--- src/rtl/alu_pkg.sv ---
// alu_pkg: shared ALU operation codes, result record and default widths.
package alu_pkg;
  localparam int DATA_W_DEFAULT = 32;
  localparam int TAG_W_DEFAULT = 5;
  typedef enum logic [3:0] {
    ALU_AND = 4'b0000,
    ALU_SUB = 4'b0001,
    ALU_ADD = 4'b0010,
    ALU_BNE = 4'b0011,
    ALU_OR  = 4'b0100,
    ALU_XOR = 4'b0101,
    ALU_BGE = 4'b0110,
    ALU_BLT = 4'b0111,
    ALU_BEQ = 4'b1000
  } alu_op_t;
  typedef struct packed {
    logic [DATA_W_DEFAULT-1:0] result;
    logic                      zero;
    logic                      branch_taken;
    logic                      illegal_op;
    logic [TAG_W_DEFAULT-1:0]  tag;
  } alu_res_t;
endpackage

--- src/rtl/alu_core.sv ---
// alu_core: combinational decode of an ALU operation into result, zero, branch and illegal flags.
module alu_core
  import alu_pkg::*;
#(
  parameter int DATA_W = DATA_W_DEFAULT
) (
  input  logic [3:0]        operation,
  input  logic [DATA_W-1:0] a,
  input  logic [DATA_W-1:0] b,
  output logic [DATA_W-1:0] result,
  output logic              zero,
  output logic              branch_taken,
  output logic              illegal_op
);
  logic [DATA_W-1:0] diff;
  logic lt;
  assign diff = a - b;
  assign lt = $signed(a) < $signed(b);
  always_comb begin
    result = '0;
    branch_taken = 1'b0;
    illegal_op = 1'b0;
    case (alu_op_t'(operation))
      ALU_AND: result = a & b;
      ALU_SUB: result = diff;
      ALU_ADD: result = a + b;
      ALU_OR:  result = a | b;
      ALU_XOR: result = a ^ b;
      ALU_BNE: begin result = diff; branch_taken = a != b; end
      ALU_BLT: begin result = diff; branch_taken = lt; end
      ALU_BGE: begin result = diff; branch_taken = !lt; end
      ALU_BEQ: begin result = diff; branch_taken = a == b; end
      default: illegal_op = 1'b1;
    endcase
  end
  assign zero = result == '0;
endmodule

--- src/rtl/ex_alu_unit.sv ---
// ex_alu_unit: execute-stage ALU with valid/ready issue, 2-entry output queue and flush.
module ex_alu_unit
  import alu_pkg::*;
#(
  parameter int DATA_W = DATA_W_DEFAULT,
  parameter int TAG_W = TAG_W_DEFAULT,
  parameter int DEPTH = 2
) (
  input  logic              clk,
  input  logic              reset,
  input  logic              in_valid,
  output logic              in_ready,
  input  logic [3:0]        operation,
  input  logic [DATA_W-1:0] src_a,
  input  logic [DATA_W-1:0] src_b,
  input  logic [TAG_W-1:0]  in_tag,
  input  logic              flush,
  output logic              out_valid,
  input  logic              out_ready,
  output logic [DATA_W-1:0] result,
  output logic              zero,
  output logic              branch_taken,
  output logic              illegal_op,
  output logic [TAG_W-1:0]  out_tag
);
  logic [DATA_W-1:0] c_result;
  logic c_zero, c_taken, c_illegal;
  logic [DATA_W-1:0] res_q [DEPTH];
  logic [TAG_W-1:0] tag_q [DEPTH];
  logic [DEPTH-1:0] zero_q, br_q, ill_q;
  logic head, tail, push, pop;
  logic [1:0] count;
  alu_core #(.DATA_W(DATA_W)) u_core (
    .operation(operation),
    .a(src_a),
    .b(src_b),
    .result(c_result),
    .zero(c_zero),
    .branch_taken(c_taken),
    .illegal_op(c_illegal)
  );
  assign in_ready = count < 2'd2;
  assign out_valid = count != 2'd0;
  assign push = in_valid && in_ready && !flush;
  assign pop = out_valid && out_ready && !flush;
  assign result = res_q[head];
  assign zero = zero_q[head];
  assign branch_taken = br_q[head];
  assign illegal_op = ill_q[head];
  assign out_tag = tag_q[head];
  // Reset also clears stored entries so the head fields read as zero afterwards.
  always_ff @(posedge clk) begin
    if (reset) begin
      count <= '0;
      head <= 1'b0;
      tail <= 1'b0;
      res_q <= '{default: '0};
      tag_q <= '{default: '0};
      zero_q <= '0;
      br_q <= '0;
      ill_q <= '0;
    end else if (flush) begin
      count <= '0;
      head <= 1'b0;
      tail <= 1'b0;
    end else begin
      if (push) begin
        res_q[tail] <= c_result;
        tag_q[tail] <= in_tag;
        zero_q[tail] <= c_zero;
        br_q[tail] <= c_taken;
        ill_q[tail] <= c_illegal;
        tail <= ~tail;
      end
      if (pop) head <= ~head;
      count <= count + {1'b0, push} - {1'b0, pop};
    end
  end
endmodule

--- config.mk ---
export PLATFORM = sky130hd
export DESIGN_NAME = ex_alu_unit
export DESIGN_NICKNAME = d
export VERILOG_FILES = /design/src/rtl/alu_pkg.sv /design/src/rtl/alu_core.sv /design/src/rtl/ex_alu_unit.sv
export SDC_FILE = /design/constraint.sdc
export NUM_CORES = 1
export LEC_CHECK = 0
export ABC_AREA = 1
export CAP_MARGIN = 20
export CELL_PAD_IN_SITES_DETAIL_PLACEMENT = 0
export CELL_PAD_IN_SITES_GLOBAL_PLACEMENT = 1
export CORE_AREA = 2 2 136 204
export CTS_CLUSTER_SIZE = 16
export DETAILED_ROUTE_END_ITERATION = 10
export DIE_AREA = 0 0 138 206
export DONT_BUFFER_PORTS = 1
export GPL_ROUTABILITY_DRIVEN = 0
export PLACE_DENSITY = 0.84
export SYNTH_ARGS = -nofsm -noshare
export SYNTH_HDL_FRONTEND = slang
export SYNTH_SLANG_ARGS = --single-unit
--- constraint.sdc ---
create_clock -name clk -period 2.58 [get_ports clk]
set_clock_uncertainty 0.2 [all_clocks]
set_input_delay 0.516 -clock clk [delete_from_list [all_inputs] [get_ports clk]]
set_output_delay 0.516 -clock clk [all_outputs]
set_load 0.01 [all_outputs]
[After elaboration in Yosys (flattened, before gate mapping)]
Index checks and enable logic that the tools add are counted.
Storage, ports and cells
  input port bits: 78
  word-level logic and storage cells: 81
  output and inout bits: 42
  register bits after elaboration: 84
Operators by class
  $add $sub $neg: 4
  $lt $le $gt $ge: 8
  equality and inequality tests: 10
  reduce and logical (&&, ||, !) cells: 15
  bitwise operators: 8
  multiplexer cells: 26
Operators with widths (number)
  one-hot mux 32 bit (5 select lines): 1
  2-to-1 mux 32 bit: 4
  bitwise mux 64 bit: 1
  adder 32 bit: 1
  AND 32 bit: 1
  demux 32 bit (select 1 bit): 1
  equality test 32 bit: 1
  logical NOT 32 bit: 1
  < comparator 32 bit: 1
  != test 32 bit: 1
  bitwise OR 32 bit: 1
  subtractor 32 bit: 1
  XOR 32 bit: 1
  2-to-1 mux 5 bit: 4
  equality test 4 x 3 -> 1 bit, second input constant: 4
  bitwise mux 10 bit: 1
  OR reduction 9 bit: 1
  equality test 4 x 2 -> 1 bit, second input constant: 2
  2-to-1 mux 1 bit: 8
  bitwise mux 2 bit: 3
  logical AND 1 bit: 6
  demux 5 bit (select 1 bit): 1
  OR reduction 5 bit: 1
  equality test 4 x 1 -> 1 bit, second input constant: 1
  17 further kinds: 23

[Longest topological paths before layout]
  depth in word-level cells: 6
  depth in mapped cells: 20
  mapped depth without buffers: 19

[Hierarchy]
A second synthesis with hierarchy kept.
Unflattened totals
  cell total of the unflattened synthesis: 2134
  area, all modules: 11716.2 um^2
By module, submodules not included
  alu_core: cells an instance 1365, area an instance 7156.9 um^2, instances 1, sequential area each 0.0 um^2
  ex_alu_unit: cells an instance 769, area an instance 4559.4 um^2, instances 1, sequential area each 1681.6 um^2

[Least setup slack after synthesis]
No wires, ideal clock.
  path kind: input to register
  start: in src_a[0]
  end: reg zero_q[0]
  stages: 15
  library setup time: 0.070 ns
  required time: 2.310 ns
  arrival time: 2.323 ns
  buffers on the path: 0
  slack: -0.013 ns
  cell sequence: ha_1 fa_1 nand3_1 nand3_1 nand2_1 nand2_1 nand3_1 nand4_1 nand3_2 nand3_2 nor2_1 nand2_1 nor2_2 nand3_2 a21oi_1
On the way
  cells in the longest elaborated chain, start to end: 4
  elaborated cells on any way between the ends: 8
  those cells by class: 2 x add/sub; 2 x mux; 3 x bitwise; 1 x reduce/logical
Ends and longest elaborated chain
  from (decl): line ex_alu_unit.sv:14  | input logic [DATA_W-1:0] src_a,
  subtractor 32 bit (tied with other cells): line alu_core.sv:17  | assign diff = a - b;
  one-hot mux 32 bit (5 select lines) (*): line alu_core.sv:23  | case (alu_op_t'(operation))
  logical NOT 32 bit (*): line alu_core.sv:36  | assign zero = result == '0;
  bitwise mux 2 bit (*): line ex_alu_unit.sv:70  | zero_q[tail] <= c_zero;
  to (signal, indexed assignment): line ex_alu_unit.sv:70
  to (decl): line ex_alu_unit.sv:30  | logic [DEPTH-1:0] zero_q, br_q, ill_q;
Every way passes the cells marked *; elsewhere a longest branch is shown, timed or not.
A chain may end at the register's enable or synchronous reset.

[Final worst setup path]
  start: in src_a[5]
  end: reg zero_q[0]
The elaborated chain is that of the path after synthesis.

==> impl_metrics.json <==
{
  "synth_edf_count": 0,
  "yosysSeqAreaShare_pct": 15.7,
  "num_vias": 12800,
  "yosysWarnings": 0,
  "clockBufferDepth": 2,
  "dieArea_um2": 28400,
  "synth_top_family_by_area": "simple AND/OR/NAND/NOR gates",
  "clk_pin_slew_ns": 0.06,
  "final_core_util_pct": 55.3,
  "cp.required_ns": 2.65,
  "crit_top_cell": "nand3_2",
  "numPortBuffers": 0,
  "synth-async-reset-ratio_pct": 0,
  "fmax_mhz": 401,
  "cts_tree": "done",
  "dpl_cell_area_um2": 13100,
  "leakage_nw": 8.16,
  "synthTopCellsByCount": "nand2_1 (524), inv_1 (409), nor2_1 (189)",
  "max_slew_margin_pct": 34.2,
  "criticalPathCategory": "primary input to register",
  "rsz0062_at_grt": "yes",
  "ff_latch_area_um2": 1680,
  "cts_made_buffers": 9,
  "core-area_um2": 26900,
  "fin_crit_sh_pct": 96.6,
  "clock-sinks": 84,
  "synth-simple-area-share_pct": 38.9,
  "grt_pass1_wl_um": 60200,
  "drc_errors": 0,
  "grt_pass1_vias": 12400,
  "die_w_um": 138,
  "timing.final.hold_violations": 0,
  "row_count": 74,
  "worst-path-buf-inv": 4,
  "worstHoldPathType": "primary input to register",
  "worst_setup_path_end_kind": "register",
  "design_area_um2": 14800,
  "cpPeakStageDelay_ns": 0.23,
  "grtUsageTotal_pct": 26.3,
  "rr_endpoint": "res_q[22]",
  "synth_xor_area_share_pct": 0.327,
  "r2r-start": "count[1]",
  "netlist_top_cells_area": "nand2_1 (18%), dfxtp_1 (16%), inv_1 (14%)",
  "synth.area.mux_share_pct": 0,
  "drt_first_pass_iters": 5,
  "synth_ff_type": "dfxtp_1",
  "synth_top_cell_by_area": "nand2_1",
  "cp.depth": 17,
  "cp_top_family": "simple AND/OR/NAND/NOR gates",
  "power.density_nw_per_um2": 371,
  "area_growth_pct": 38.3,
  "synth_top_cell_area_share_pct": 18.3,
  "drt_iter0_drc": 856,
  "arrival_ns": 2.56,
  "synthMostInstantiatedCell": "nand2_1",
  "via_per_inst": 5.08,
  "multi_input_comb_area_um2": 8330,
  "ios": 120,
  "dp.final_hpwl_um": 31900,
  "crit_path_start_kind": "primary input",
  "tightest_slew_ns": 0.986,
  "fin_crit_ns": 2.49,
  "critPathMaxFanout": 6,
  "nFillCells": 2730,
  "cap_violations": 0,
  "grt_antenna_before_repair": 0,
  "overflow": 0,
  "synth_cells": 1919,
  "cts_root_buf": "clkbuf_16",
  "initial_core_util_pct": 40.0,
  "grt_max_degree": 53,
  "crit_chain": "inv_2, ha_4, buf_6, buf_12, nor2_4, inv_1, nor2_1, nand3_1, nand3_2, nand2_1, nand3_1, nand3_2, nor2_1, nand4_1, nor2_2, nand3_2, a21oi_2",
  "drt_wl_total_um": 39500,
  "drive_gt1_share_pct": 29.9,
  "final_max_slew_viol_count": 0,
  "cp_slowest_cell": "ha_4",
  "antenna_cells": 0,
  "setup-violations-final": 0,
  "synth_area_per_cell_um2": 5.59,
  "synth_area_um2": 10700,
  "worstSetupEndpoint": "zero_q[0]",
  "reg2reg_depth": 6,
  "ys_seq_elements": 84,
  "critPathLaunch": "src_a[5]",
  "synthAdderAreaFrac_pct": 12.9,
  "outcome": "complete, no violations",
  "cts_hold_buf": 0,
  "peakVddDrop_mv": 0.491,
  "r2r_slack_ns": 0.63,
  "antenna_left": 0,
  "cts-htree-levels": 3,
  "syn-num-nets": 2106,
  "finalNetCount": 2356,
  "netlist-cell-type-count": 43,
  "wl_per_cell_um": 15.7,
  "synth_compound_area_share_pct": 13.4,
  "clock_latency_ns": 0.33,
  "die_y_um": 206
}
==> report_power, final <==
| group | switching (mW) | internal [mW] | leakage [nW] |
|---|---|---|---|
| Combinational | 1.57 | 1.15 | 7.31 |
| Sequential | 0.0215 | 1.36 | 0.685 |
| Clock | 0.486 | 0.927 | 0.162 |
==> registers in the layout, indices dropped and copies added, names as in the netlist <==
register and count:
br_q 2, count 2, head 1, ill_q 2, res_q 64, tag_q 10
tail 1, zero_q 2
==> metal layers <==
layer | part of all wire (%) | track usage [%] | vias to the layer above
met3 | 5.1 | 2.78 | 159
met2 | 50 | 48.8 | 426
met1 | 38 | 28.3 | 5803
met4 | 7.6 | 17.5 | 0
met5 | 0 | 0 | -
li1 | - | - | 6398
==> placed cells by master, fill, tap and decap left out, types with 10 or more instances in the layout <==
cell type	n
a21oi_1	80
a21oi_2	17
a221oi_1	10
buf_4	295
buf_6	10
dfxtp_1	83
ha_1	76
ha_4	28
inv_1	388
inv_2	26
nand2_1	450
nand2_2	79
nand2_4	11
nand3_1	116
nand3_2	47
nand4_1	22
nor2_1	133
nor2_2	40
nor2_4	34
o21ai_0	110
o22ai_1	19
==> final cells by class <==
type	count	area share, %
clock inverter	3	0.455
inverter	417	10.6
multi-input combinational	1344	56.1
tap	342	2.88
timing repair buffer	313	16.8
clock buffer	13	1.82
sequential	84	11.3
==> how the worst min path moves through the flow <==
stage                  start        end  slack [ns]  cells after the start
floorplan           ill_q[0]   ill_q[0]        0.22                      2
global placement    ill_q[0]   ill_q[0]        0.24                      2
detailed placement  ill_q[0]   ill_q[0]        0.24                      2
CTS                    reset   ill_q[1]        0.04                      1
global route           reset  res_q[36]        0.05                      1
finish                 reset   ill_q[1]        0.06                      1
==> what timing repair did <==
action,4_1_cts,5_1_grt
pin swaps,4,68
resized for setup,51,281
setup endpoints to repair,10,32
buffers inserted,0,16
==> through the flow <==
step	hold slack [ns]	cells	setup TNS [ns]	power [mW]	worst slack, ns
4_1_cts	0.0391	2500	0	5.16	0.0000127
5_1_grt	0.0486	2516	-0.246	5.82	-0.0749
3_3_place_gp	0.236	2484	-12.68	3.66	-0.548
6_report	0.0589	2516	0	5.51	0.0880
2_1_floorplan	0.224	1919	0	2.71	0.00750
3_5_place_dp	0.243	2484	-13.94	3.69	-0.587
==> logic make-up after synthesis <==
| family | count (synthesis) |
|---|---|
| buf+inv | 491 |
| flops | 84 |
| xor+xnor | 4 |
| compound gates | 264 |
| fa+ha+maj | 109 |
| simple gates | 967 |
Power figures use the tool's default switching activity.
